### src/rtl/multicycle_ctrl_if.sv
// Control bundle between the multicycle sequencer and the datapath/ALU.
// Latency: none, plain wires.
// Backpressure: mem_ready from memory stalls the sequencer in fetch/load/store states.
//   master: the control FSM. It reads instr, alu_result0 and mem_ready, and drives every select and enable.
//   slave : the datapath side. It drives instr, alu_result0 and mem_ready, and consumes the controls.
interface multicycle_ctrl_if;
    logic [31:0] instr;
    logic        alu_result0;
    logic        mem_ready;
    logic [4:0]  alu_func;
    logic [1:0]  alu_src_a;
    logic [1:0]  alu_src_b;
    logic [1:0]  result_src;
    logic [2:0]  imm_src;
    logic        adr_src;
    logic        ir_write;
    logic        pc_write;
    logic        reg_write;
    logic        mem_write;
    logic        illegal_instr;
    logic [3:0]  state;

    modport master (
        input  instr, alu_result0, mem_ready,
        output alu_func, alu_src_a, alu_src_b, result_src, imm_src, adr_src,
               ir_write, pc_write, reg_write, mem_write, illegal_instr, state
    );

    modport slave (
        output instr, alu_result0, mem_ready,
        input  alu_func, alu_src_a, alu_src_b, result_src, imm_src, adr_src,
               ir_write, pc_write, reg_write, mem_write, illegal_instr, state
    );
endinterface

### src/rtl/multicycle_ctrl.sv
// Main control FSM for the multicycle RV32I+Zbb(count) core: fetch/decode/execute/mem/writeback.
// Latency: 3-5 cycles per instruction, plus one cycle per mem_ready-low cycle in FETCH/MEMREAD/MEMWRITE.
// Backpressure: holds FETCH, MEMREAD and MEMWRITE with stable outputs until mem_ready.
// Ports: clk and rst (synchronous, active high); bus (master) carries instr, alu_result0 and mem_ready in,
//        and ALU op, operand/result/immediate/address selects, write enables, illegal pulse and debug state out.
module multicycle_ctrl (
    input  logic               clk,
    input  logic               rst,
    multicycle_ctrl_if.master  bus
);
    typedef enum logic [3:0] {
        FETCH    = 4'd0,  DECODE = 4'd1, MEMADR = 4'd2,  MEMREAD  = 4'd3,
        MEMWB    = 4'd4,  MEMWRITE = 4'd5, EXEC_R = 4'd6, EXEC_I   = 4'd7,
        ALUWB    = 4'd8,  BRANCH = 4'd9, JAL    = 4'd10, JALR_ADR = 4'd11,
        LUI      = 4'd12
    } state_t;

    localparam logic [4:0] OP_AND = 5'd0,  OP_OR  = 5'd1,  OP_XOR = 5'd2,  OP_ADD  = 5'd3,
                           OP_SUB = 5'd4,  OP_SLT = 5'd5,  OP_LTU = 5'd6,  OP_GEU  = 5'd7,
                           OP_GE  = 5'd8,  OP_EQ  = 5'd9,  OP_NE  = 5'd10, OP_SRL  = 5'd11,
                           OP_SRA = 5'd12, OP_SLL = 5'd13, OP_PC4 = 5'd14, OP_PASS = 5'd15,
                           OP_CLZ = 5'd16, OP_CTZ = 5'd17, OP_CPOP = 5'd18;

    localparam logic [6:0] OPC_LOAD = 7'b0000011, OPC_STORE = 7'b0100011, OPC_OP  = 7'b0110011,
                           OPC_OPIMM = 7'b0010011, OPC_BRANCH = 7'b1100011, OPC_JAL = 7'b1101111,
                           OPC_JALR = 7'b1100111, OPC_LUI = 7'b0110111, OPC_AUIPC = 7'b0010111;

    // State-decoded outputs. They are registered alongside the state so they come straight off flops.
    typedef struct packed {
        logic [1:0] src_a;
        logic [1:0] src_b;
        logic [1:0] result_src;
        logic       adr_src;
        logic       reg_write;
        logic       mem_write;
        logic       pc_jump;
    } moore_t;

    function automatic moore_t moore_of(input state_t s);
        moore_t m;
        m = '0;
        case (s)
            FETCH:    begin m.src_b = 2'b10; m.result_src = 2'b10; end
            DECODE:   begin m.src_a = 2'b01; m.src_b = 2'b01; end
            MEMADR:   begin m.src_a = 2'b10; m.src_b = 2'b01; end
            MEMREAD:  m.adr_src = 1'b1;
            MEMWB:    begin m.result_src = 2'b01; m.reg_write = 1'b1; end
            MEMWRITE: begin m.adr_src = 1'b1; m.mem_write = 1'b1; end
            EXEC_R:   m.src_a = 2'b10;
            EXEC_I:   begin m.src_a = 2'b10; m.src_b = 2'b01; end
            ALUWB:    m.reg_write = 1'b1;
            BRANCH:   m.src_a = 2'b10;
            JAL:      begin m.src_a = 2'b01; m.pc_jump = 1'b1; end
            JALR_ADR: begin m.src_a = 2'b10; m.src_b = 2'b01; end
            LUI:      m.src_b = 2'b01;
            default:  m = '0;
        endcase
        return m;
    endfunction

    function automatic logic [4:0] f3_op(input logic [2:0] f3);
        case (f3)
            3'b000:  return OP_ADD;
            3'b001:  return OP_SLL;
            3'b010:  return OP_SLT;
            3'b011:  return OP_LTU;
            3'b100:  return OP_XOR;
            3'b101:  return OP_SRL;
            3'b110:  return OP_OR;
            default: return OP_AND;
        endcase
    endfunction

    logic [6:0] opcode;
    logic [2:0] funct3;
    logic [6:0] funct7;
    logic [4:0] rs2;
    logic       unused_instr_bits;
    assign opcode = bus.instr[6:0];
    assign funct3 = bus.instr[14:12];
    assign funct7 = bus.instr[31:25];
    assign rs2    = bus.instr[24:20];
    assign unused_instr_bits = ^bus.instr[19:15] ^ ^bus.instr[11:7];

    state_t     state_q, state_d, dec_next;
    moore_t     mo_q;
    logic [4:0] exec_op;
    logic       dec_illegal;

    // Instruction decode. The IR is stable from DECODE to the end of the instruction,
    // so exec_op can also drive alu_func in the EXEC and BRANCH states.
    always_comb begin
        exec_op     = OP_ADD;
        dec_illegal = 1'b0;
        dec_next    = FETCH;
        case (opcode)
            OPC_LOAD, OPC_STORE: dec_next = MEMADR;
            OPC_OP: begin
                dec_next = EXEC_R;
                if (funct7 == 7'b0000000)                          exec_op = f3_op(funct3);
                else if (funct7 == 7'b0100000 && funct3 == 3'b000) exec_op = OP_SUB;
                else if (funct7 == 7'b0100000 && funct3 == 3'b101) exec_op = OP_SRA;
                else                                               dec_illegal = 1'b1;
            end
            OPC_OPIMM: begin
                dec_next = EXEC_I;
                exec_op  = f3_op(funct3);
                if (funct3 == 3'b001) begin
                    if (funct7 == 7'b0110000) begin
                        // Zbb unary counts share the SLLI encoding space; rs2 picks the op.
                        case (rs2)
                            5'd0:    exec_op = OP_CLZ;
                            5'd1:    exec_op = OP_CTZ;
                            5'd2:    exec_op = OP_CPOP;
                            default: dec_illegal = 1'b1;
                        endcase
                    end else if (funct7 != 7'b0000000) begin
                        dec_illegal = 1'b1;
                    end
                end else if (funct3 == 3'b101) begin
                    if (funct7 == 7'b0100000)      exec_op = OP_SRA;
                    else if (funct7 != 7'b0000000) dec_illegal = 1'b1;
                end
            end
            OPC_BRANCH: begin
                dec_next = BRANCH;
                case (funct3)
                    3'b000:  exec_op = OP_EQ;
                    3'b001:  exec_op = OP_NE;
                    3'b100:  exec_op = OP_SLT;
                    3'b101:  exec_op = OP_GE;
                    3'b110:  exec_op = OP_LTU;
                    3'b111:  exec_op = OP_GEU;
                    default: dec_illegal = 1'b1;
                endcase
            end
            OPC_JAL:   dec_next = JAL;
            OPC_JALR:  dec_next = JALR_ADR;
            OPC_LUI:   dec_next = LUI;
            OPC_AUIPC: dec_next = ALUWB;   // DECODE already placed PC+imm in ALUOut
            default:   dec_illegal = 1'b1;
        endcase
        if (dec_illegal) dec_next = FETCH;
    end

    always_comb begin
        state_d = state_q;
        case (state_q)
            FETCH:    if (bus.mem_ready) state_d = DECODE;
            DECODE:   state_d = dec_next;
            MEMADR:   state_d = (opcode == OPC_STORE) ? MEMWRITE : MEMREAD;
            MEMREAD:  if (bus.mem_ready) state_d = MEMWB;
            MEMWRITE: if (bus.mem_ready) state_d = FETCH;
            EXEC_R, EXEC_I, LUI, JAL: state_d = ALUWB;
            JALR_ADR: state_d = JAL;
            default:  state_d = FETCH;   // MEMWB, ALUWB, BRANCH
        endcase
    end

    always_ff @(posedge clk) begin
        if (rst) begin
            state_q <= FETCH;
            mo_q    <= moore_of(FETCH);
        end else begin
            state_q <= state_d;
            mo_q    <= moore_of(state_d);
        end
    end

    always_comb begin
        case (opcode)
            OPC_STORE:          bus.imm_src = 3'b001;
            OPC_BRANCH:         bus.imm_src = 3'b010;
            OPC_JAL:            bus.imm_src = 3'b011;
            OPC_LUI, OPC_AUIPC: bus.imm_src = 3'b100;
            default:            bus.imm_src = 3'b000;
        endcase
    end

    always_comb begin
        case (state_q)
            EXEC_R, EXEC_I, BRANCH: bus.alu_func = exec_op;
            JAL:                    bus.alu_func = OP_PC4;
            LUI:                    bus.alu_func = OP_PASS;
            default:                bus.alu_func = OP_ADD;
        endcase
    end

    assign bus.alu_src_a  = mo_q.src_a;
    assign bus.alu_src_b  = mo_q.src_b;
    assign bus.result_src = mo_q.result_src;
    assign bus.adr_src    = mo_q.adr_src;
    assign bus.state      = state_q;

    // Enables are masked by rst so that an aborted instruction cannot write on the reset cycle.
    assign bus.ir_write      = !rst && (state_q == FETCH) && bus.mem_ready;
    assign bus.pc_write      = !rst && (((state_q == FETCH) && bus.mem_ready) ||
                                        ((state_q == BRANCH) && bus.alu_result0) || mo_q.pc_jump);
    assign bus.reg_write     = !rst && mo_q.reg_write;
    assign bus.mem_write     = !rst && mo_q.mem_write;
    assign bus.illegal_instr = !rst && (state_q == DECODE) && dec_illegal;
endmodule

### src/flat_wrapper.sv
// flat-port wrapper written by rule: the top's interface ports become plain ports
module multicycle_ctrl_flat 
  (clk, rst, bus_instr, bus_alu_result0, bus_mem_ready, bus_alu_func, bus_alu_src_a, bus_alu_src_b, bus_result_src, bus_imm_src, bus_adr_src, bus_ir_write, bus_pc_write, bus_reg_write, bus_mem_write, bus_illegal_instr, bus_state);
  multicycle_ctrl_if bus_i ();
  input  logic clk;
  input  logic rst;
  input wire logic [$bits(bus_i.instr)-1:0] bus_instr;
  input wire logic [$bits(bus_i.alu_result0)-1:0] bus_alu_result0;
  input wire logic [$bits(bus_i.mem_ready)-1:0] bus_mem_ready;
  output wire logic [$bits(bus_i.alu_func)-1:0] bus_alu_func;
  output wire logic [$bits(bus_i.alu_src_a)-1:0] bus_alu_src_a;
  output wire logic [$bits(bus_i.alu_src_b)-1:0] bus_alu_src_b;
  output wire logic [$bits(bus_i.result_src)-1:0] bus_result_src;
  output wire logic [$bits(bus_i.imm_src)-1:0] bus_imm_src;
  output wire logic [$bits(bus_i.adr_src)-1:0] bus_adr_src;
  output wire logic [$bits(bus_i.ir_write)-1:0] bus_ir_write;
  output wire logic [$bits(bus_i.pc_write)-1:0] bus_pc_write;
  output wire logic [$bits(bus_i.reg_write)-1:0] bus_reg_write;
  output wire logic [$bits(bus_i.mem_write)-1:0] bus_mem_write;
  output wire logic [$bits(bus_i.illegal_instr)-1:0] bus_illegal_instr;
  output wire logic [$bits(bus_i.state)-1:0] bus_state;
  assign bus_i.instr = bus_instr;
  assign bus_i.alu_result0 = bus_alu_result0;
  assign bus_i.mem_ready = bus_mem_ready;
  assign bus_alu_func = bus_i.alu_func;
  assign bus_alu_src_a = bus_i.alu_src_a;
  assign bus_alu_src_b = bus_i.alu_src_b;
  assign bus_result_src = bus_i.result_src;
  assign bus_imm_src = bus_i.imm_src;
  assign bus_adr_src = bus_i.adr_src;
  assign bus_ir_write = bus_i.ir_write;
  assign bus_pc_write = bus_i.pc_write;
  assign bus_reg_write = bus_i.reg_write;
  assign bus_mem_write = bus_i.mem_write;
  assign bus_illegal_instr = bus_i.illegal_instr;
  assign bus_state = bus_i.state;
  multicycle_ctrl u_core (.clk(clk), .rst(rst), .bus(bus_i));
endmodule
### config.mk
export PLATFORM = sky130hd
export DESIGN_NAME = multicycle_ctrl_flat
export DESIGN_NICKNAME = d
export VERILOG_FILES = /design/src/rtl/multicycle_ctrl_if.sv /design/src/rtl/multicycle_ctrl.sv /design/src/flat_wrapper.sv
export SDC_FILE = /design/constraint.sdc
export NUM_CORES = 1
export LEC_CHECK = 0
export ABC_AREA = 1
export CAP_MARGIN = 20
export CORE_ASPECT_RATIO = 1.4
export CORE_UTILIZATION = 43
export CTS_BUF_LIST = sky130_fd_sc_hd__clkbuf_4
export CTS_CLUSTER_SIZE = 14
export DETAILED_ROUTE_END_ITERATION = 10
export PLACE_DENSITY = 0.88
export RECOVER_POWER = 50
export SETUP_SLACK_MARGIN = 0.2
export SYNTH_ARGS = -nofsm -noshare
export SYNTH_HDL_FRONTEND = slang
export SYNTH_SLANG_ARGS = --single-unit
export TNS_END_PERCENT = 30
### constraint.sdc
create_clock -name clk -period 1.85 [get_ports clk]
set_input_delay 0.37 -clock clk [delete_from_list [all_inputs] [get_ports clk]]
set_output_delay 0.37 -clock clk [all_outputs]
set_load 0.01 [all_outputs]
==> flow_summary.json, run 1 <==
{
  "chipWidth_um": 48.9,
  "yosysWarnings": 0,
  "grt-worst-endpoint": "bus_alu_func[0]",
  "yosysUniqueCellTypes": 34,
  "rows": 23,
  "ys_top_cells_by_area": "dfxtp_1 (21%), nand2_1 (14%), nor2_1 (11%)",
  "die_y_um": 67.6,
  "grt-ovfl-total": 19,
  "gp_congestion": 1.06,
  "h-tree-depth": 1,
  "cts.sinks": 14,
  "hold_buffers": 0,
  "clockBufferDepth": 2,
  "cts_buffers": 3,
  "synthesis.nets": 263,
  "pre_cts_slack_ps": -974,
  "worst-ep-kind": "primary output",
  "synth_top_cell_area_share": 0.212,
  "cts_root_buf": "clkbuf_4",
  "hpwlAfterDp_mm": 3.72,
  "lastStage": "global routing (5_1_grt)",
  "synthFlopType": "dfxtp_1",
  "seq_area_frac_synth": 0.212,
  "synth_most_common_cell": "nand2_1",
  "dp_cells": 365,
  "ys_ff_latch": 14,
  "ios": 60,
  "outcome": "did not finish",
  "synthTopCellsByCount": "nand2_1 (48), nor2_1 (39), inv_1 (35)",
  "syn-instance-count": 227,
  "grt_max_degree": 8,
  "synth_area_um2": 1320,
  "ys_async_sr_fraction": 0,
  "postSynthAreaPerCell_um2": 5.82,
  "error": "[ERROR GRT-0232] Routing congestion too high. Check the congestion heatmap in the GUI.",
  "initial_utilization": 0.455,
  "synth_top_cell_by_area": "dfxtp_1",
  "numPortBuffers": 49,
  "synth_edf_count": 0,
  "grtUsageTotal": 0.622
}
-- repair_timing --
| item | in CTS |
|---|---|
| pin swaps | 45 |
| hold endpoints to repair | 0 |
| gates cloned | 0 |
| buffers inserted | 16 |
| gates resized for setup | 212 |
| setup endpoints to repair | 28 |
-- cells by family after synthesis --
family	count (synthesis)	synth area share
buffers and inverters	53	0.168
and+or+nand+nor	131	0.477
AOI/OAI and AO/OA	29	0.143
DFF	14	0.212
-- stage by stage --
step                      area [um^2]   util  TNS, ps
after CTS                        2650  0.913     -843
after detailed placement         2320  0.799   -15310
after global placement           2320  0.799   -14130
after floorplan                  1390      -        0
-- routing by layer --
layer,overflow,global-route usage
met1,0,0.564
met2,10,0.939
met3,0,0.306
met4,9,0.765
met5,0,0
==> inputs of run 2 (changes only) <==
--- a/config.mk
+++ b/config.mk
@@ -7,14 +7,11 @@
 export LEC_CHECK = 0
 export ABC_AREA = 1
 export CAP_MARGIN = 20
-export CORE_ASPECT_RATIO = 1.4
-export CORE_UTILIZATION = 43
-export CTS_BUF_LIST = sky130_fd_sc_hd__clkbuf_4
-export CTS_CLUSTER_SIZE = 14
+export CORE_AREA = 2 2 63 65
 export DETAILED_ROUTE_END_ITERATION = 10
-export PLACE_DENSITY = 0.88
+export DIE_AREA = 0 0 65 67
+export PLACE_DENSITY_LB_ADDON = 0.15
 export RECOVER_POWER = 50
-export SETUP_SLACK_MARGIN = 0.2
 export SYNTH_ARGS = -nofsm -noshare
 export SYNTH_HDL_FRONTEND = slang
 export SYNTH_SLANG_ARGS = --single-unit
==> flow_summary.json, run 2 <==
{
  "outcome": "finished with violations",
  "violations": "setup timing",
  "grt_max_degree": 10,
  "synthFlopType": "dfxtp_1",
  "insertion_delay_ps": 240,
  "min_period_ps": 2060,
  "mostFrequentLayoutCells": "buf_4 (77), nand2_1 (35), inv_1 (29)",
  "core_um2": 3610,
  "drt_iter0_markers": 70,
  "synthTopCellsByCount": "nand2_1 (48), nor2_1 (39), inv_1 (35)",
  "synth_simple_gate_area_frac": 0.477,
  "drv_slew": 0,
  "powerDensity_nw_per_um2": 334,
  "yosysUniqueCellTypes": 34,
  "first_pass_iters": 4,
  "fin_util": 0.736,
  "multi_input_area_um2": 1080,
  "ys_async_sr_fraction": 0,
  "power_w": 0.000886,
  "synth_most_common_cell": "nand2_1",
  "worst_slack_ps": -215,
  "fmax_ghz": 0.484,
  "synth_top_cell_by_area": "dfxtp_1",
  "min_from": "u_core.bus.state[2]",
  "synth_xor_area_frac": 0,
  "worstPathRequired_ps": 1480,
  "cts_root_buf": "clkbuf_8",
  "rows": 22,
  "critical_path.endpoint": "bus_alu_func[2]",
  "grt_pass1_vias": 1781,
  "clockBufferDepth": 2,
  "ios": 60,
  "hpwlAfterDp_mm": 3.27,
  "syn_to_final_growth_pct": 101,
  "vias": 1854,
  "h-tree-depth": 1,
  "stdcell_area_um2": 2660,
  "power_leakage_nw": 1.31,
  "synthMuxAreaShare": 0,
  "wl_mm": 4.51,
  "end_kind": "output port",
  "gp_congestion": 0.863,
  "cts.sinks": 14,
  "postRouteAntennaNets": 0,
  "drv_cap": 0,
  "place_area_um2": 2310,
  "grtUsageTotal": 0.207,
  "rsz0062_at_grt": "true",
  "yosysWarnings": 0,
  "viasPerCell": 4.62,
  "reg2reg_slack_ps": 70,
  "cp.arrival_ps": 1690,
  "grt_pass1_wl_mm": 7.21,
  "whs_ps": 711,
  "ys_top_cells_by_area": "dfxtp_1 (21%), nand2_1 (14%), nor2_1 (11%)",
  "die_y_um": 67,
  "cp-startpoint": "bus_instr[25]",
  "cts_buffers": 3,
  "syn-instance-count": 227,
  "grt-ovfl-total": 0,
  "postSynthAreaPerCell_um2": 5.82,
  "drc": 0,
  "numPortBuffers": 49,
  "synthAdderAreaFrac": 0,
  "r2r_start": "u_core.bus.state[1]",
  "r2r_cells": 11,
  "ys_ff_latch": 14,
  "nNetsFinal": 390,
  "synth_top_family_by_area": "simple AND/OR/NAND/NOR gates",
  "synth_area_um2": 1320,
  "crit_fanout": 4,
  "critical_path_class": "input port to output port",
  "worst_pin_slew_ps": 419,
  "hold_viol_final": 0,
  "die_area_um2": 4360,
  "n_antenna_cell": 0,
  "largest_reg_flops": 4,
  "final_common_cell": "buf_4",
  "finalCritPeriodShare": 1.12,
  "timing.rr.end": "u_core.mo_q[2]",
  "synth_edf_count": 0,
  "synth_top_cell_area_share": 0.212,
  "relSlewSlack": 0.720,
  "seq_area_frac_synth": 0.212,
  "antenna_found_initial": 0,
  "cts_tree": "yes",
  "worstHoldPathCells": 3,
  "drive_above_1_share": 0.578,
  "initial_utilization": 0.366,
  "chipWidth_um": 65,
  "crit_path_start_kind": "input port",
  "seq_area_um2": 284,
  "finClkSkew_ps": 1.63,
  "setup_viol": 11,
  "peakVddDrop_uv": 215,
  "wl_per_cell_um": 11.2,
  "path_clk_slew_ps": 50,
  "n_fill_cell": 297,
  "synth_compound_area_frac": 0.143,
  "min_path_type": "register to register",
  "synthesis.nets": 263
}
## run 2: cell counts after synthesis
Identical to the previous run, type by type.
## run 2: per-layer routing
layer  part of all wire  vias up  track usage
li1                   -      973            -
met1               0.43      827        0.232
met2               0.51       44        0.399
met3              0.040       10       0.0355
met4              0.020        0       0.0505
met5                  0        -            0
## run 2: repair_timing
item / 4_1_cts / 5_1_grt
setup buffers: 10 / 5
pin swaps: 29 / 20
hold buffers: 0 / 0
resized for setup: 158 / 41
endpoints found under the setup margin: 25 / 23
endpoints found under the hold margin: 0 / 0
## run 2: cell families (layout without fill, tap and decap cells)
family                 after synthesis  after routing
flip-flops                          14             14
buffers and inverters               53            179
AND/OR/NAND/NOR                    131            131
AO/OA/AOI/OAI                       29             29
## run 2: worst min path at each step
| stage | to | slack (ps) |
|---|---|---|
| finish | u_core.bus.result_src[0] | 710 |
| global route | u_core.bus.result_src[0] | 770 |
| CTS | u_core.bus.result_src[0] | 730 |
| detailed placement | u_core.bus.result_src[0] | 770 |
| global placement | u_core.bus.result_src[0] | 770 |
| floorplan | u_core.bus.result_src[0] | 570 |
## run 2: power by group
part / switching (W) / total, W / internal [W]
sequential: 0.00000277 / 0.000311 / 0.000309
clock: 0.000103 / 0.000292 / 0.000188
combinational: 0.000139 / 0.000283 / 0.000144
total: 0.000245 / 0.000886 / 0.000641
## run 2: cell type report
type,count,area share
clock buffers,4,0.0207
repair buffers,130,0.380
inverters,45,0.0646
well taps,48,0.0226
flip-flops and latches,14,0.107
multi-input cells,160,0.405
## run 2: critical path, cell delays in order
cell and delay, ps:
buf_6 90, nor2_2 100, nand2_2 70, buf_6 120
nor2_4 130, inv_2 70, nor2_4 130, nor2_1 80
o32ai_1 230, o21ai_1 110, nand2_1 70, buf_2 130
## run 2: through the flow
| step | worst slack (ps) | setup TNS (ps) | cells |
|---|---|---|---|
| 2_1_floorplan | 59.6 | 0 | 227 |
| 3_3_place_gp | -965 | -14430 | 382 |
| 3_5_place_dp | -968 | -14670 | 382 |
| 4_1_cts | -234 | -853 | 396 |
| 5_1_grt | -295 | -2430 | 401 |
| 6_report | -215 | -896 | 401 |
No activity file was read; power rests on OpenSTA's default activity.
==> inputs of run 3 (changes only) <==
--- a/config.mk
+++ b/config.mk
@@ -11,7 +11,6 @@
 export DETAILED_ROUTE_END_ITERATION = 10
 export DIE_AREA = 0 0 65 67
 export PLACE_DENSITY_LB_ADDON = 0.15
-export RECOVER_POWER = 50
 export SYNTH_ARGS = -nofsm -noshare
 export SYNTH_HDL_FRONTEND = slang
 export SYNTH_SLANG_ARGS = --single-unit
==> flow_summary.json, run 3 (synthesized netlist as in run 2, its figures left out) <==
{
  "hold_viol_final": 0,
  "end_kind": "output port",
  "nNetsFinal": 390,
  "syn_to_final_growth_pct": 101,
  "path_clk_slew_ps": 50,
  "n_fill_cell": 297,
  "cp.arrival_ps": 1690,
  "vias": 1852,
  "wl_mm": 4.52,
  "n_antenna_cell": 0,
  "chipWidth_um": 65,
  "final_common_cell": "buf_4",
  "insertion_delay_ps": 240,
  "outcome": "finished with violations",
  "drc": 0,
  "grt_pass1_vias": 1781,
  "postRouteAntennaNets": 0,
  "powerDensity_nw_per_um2": 335,
  "finalCritPeriodShare": 1.12,
  "first_pass_iters": 4,
  "crit_path_start_kind": "input port",
  "power_w": 0.000889,
  "fmax_ghz": 0.484,
  "hold_buffers": 0,
  "min_period_ps": 2060,
  "rsz0062_at_grt": "true",
  "setup_viol": 11,
  "core_um2": 3610,
  "hpwlAfterDp_mm": 3.27,
  "worst_pin_slew_ps": 419,
  "rows": 22,
  "slowest_stage": "o32ai_1",
  "ios": 60,
  "violations": "setup timing",
  "worstPathRequired_ps": 1480,
  "grt_max_degree": 10,
  "peakVddDrop_uv": 217,
  "min_path_type": "register to register",
  "cts.sinks": 14,
  "viasPerCell": 4.62,
  "path_delay_family": "simple AND/OR/NAND/NOR gates",
  "largest_reg_flops": 4,
  "cts_tree": "yes",
  "mostFrequentLayoutCells": "buf_4 (77), nand2_1 (35), inv_1 (29)",
  "power_leakage_nw": 1.30,
  "die_y_um": 67,
  "die_area_um2": 4360,
  "max_stage_delay_ps": 230,
  "cts_root_buf": "clkbuf_8",
  "drv_slew": 0,
  "relSlewSlack": 0.720,
  "whs_ps": 710,
  "crit_fanout": 4,
  "drt_iter0_markers": 72,
  "worst_slack_ps": -215,
  "cts_buffers": 3,
  "cp_num_buf_inv": 4,
  "h-tree-depth": 1,
  "drive_above_1_share": 0.578,
  "clockBufferDepth": 2,
  "path_cells": "buf_6 > nor2_2 > nand2_2 > buf_6 > nor2_4 > inv_2 > nor2_4 > nor2_1 > o32ai_1 > o21ai_1 > nand2_1 > buf_2",
  "grt_pass1_wl_mm": 7.21,
  "finClkSkew_ps": 1.64,
  "antenna_found_initial": 0,
  "drv_cap": 0,
  "gp_congestion": 0.863,
  "wl_per_cell_um": 11.3,
  "numPortBuffers": 49,
  "grt-ovfl-total": 0,
  "grtUsageTotal": 0.207,
  "initial_utilization": 0.366,
  "critical_path_class": "input port to output port"
}
-- run 3: worst register-to-register path: cells and delay by family, from the launching register on --
| kind | cells | cell delay [ps] |
|---|---|---|
| compound gates | 1 | 310 |
| flops | 1 | 350 |
| simple gates | 6 | 560 |
| buf+inv | 4 | 470 |
-- run 3: path summary, 6_finish.rpt --
kind	slack [ps]	endpoint	cells after the start	from
setup / recovery	-210	bus_alu_func[2]	12	bus_instr[25]
setup reg to reg	70	u_core.mo_q[2]	11	u_core.bus.state[1]
hold reg to reg	710	u_core.bus.result_src[0]	3	u_core.bus.state[2]
hold / removal	710	u_core.bus.result_src[0]	3	u_core.bus.state[2]
-- run 3: repair_timing --
action | in CTS | in global routing
pin swaps | 29 | 20
buffers inserted | 10 | 5
hold endpoints to repair | 0 | 0
setup endpoints to repair | 25 | 23
resized for setup | 158 | 41
-- run 3: report_power, final --
group	switching, W	total, W	internal (W)	leakage, nW
registers	0.00000309	0.000312	0.000309	0.115
logic	0.000139	0.000285	0.000147	1.16
clock network	0.000103	0.000292	0.000188	0.0288
total	0.000245	0.000889	0.000644	1.30
-- run 3: per-stage QoR --
step,utilization,TNS [ps],worst slack [ps],area [um^2],instances
after detailed placement,0.642,-14670,-968,2310,382
final,0.736,-896,-215,2660,401
after global placement,0.642,-14430,-965,2310,382
after global routing,0.736,-2430,-295,2660,401
after CTS,0.703,-853,-234,2530,396
after floorplan,-,0,59.6,1320,227
-- run 3: metal layers --
metal	vias up	part of all wire	track usage
li1	973	-	-
met1	825	0.43	0.232
met2	44	0.51	0.399
met3	10	0.040	0.0355
met4	0	0.020	0.0505
met5	-	0	0
-- run 3: layout make-up --
type / count / area (um^2) / area share
sequential: 14 / 284 / 0.107
multi-input combinational: 160 / 1080 / 0.405
inverter: 45 / 171 / 0.0646
timing repair buffer: 130 / 1010 / 0.380
clock buffer: 4 / 55.1 / 0.0207
tap: 48 / 60.1 / 0.0226
==> inputs of run 4 (changes only) <==
--- a/config.mk
+++ b/config.mk
@@ -6,7 +6,6 @@
 export NUM_CORES = 1
 export LEC_CHECK = 0
 export ABC_AREA = 1
-export CAP_MARGIN = 20
 export CORE_AREA = 2 2 63 65
 export DETAILED_ROUTE_END_ITERATION = 10
 export DIE_AREA = 0 0 65 67
==> results of run 4 <==
Final layout, timing and power as in run 3 (identical DEF).
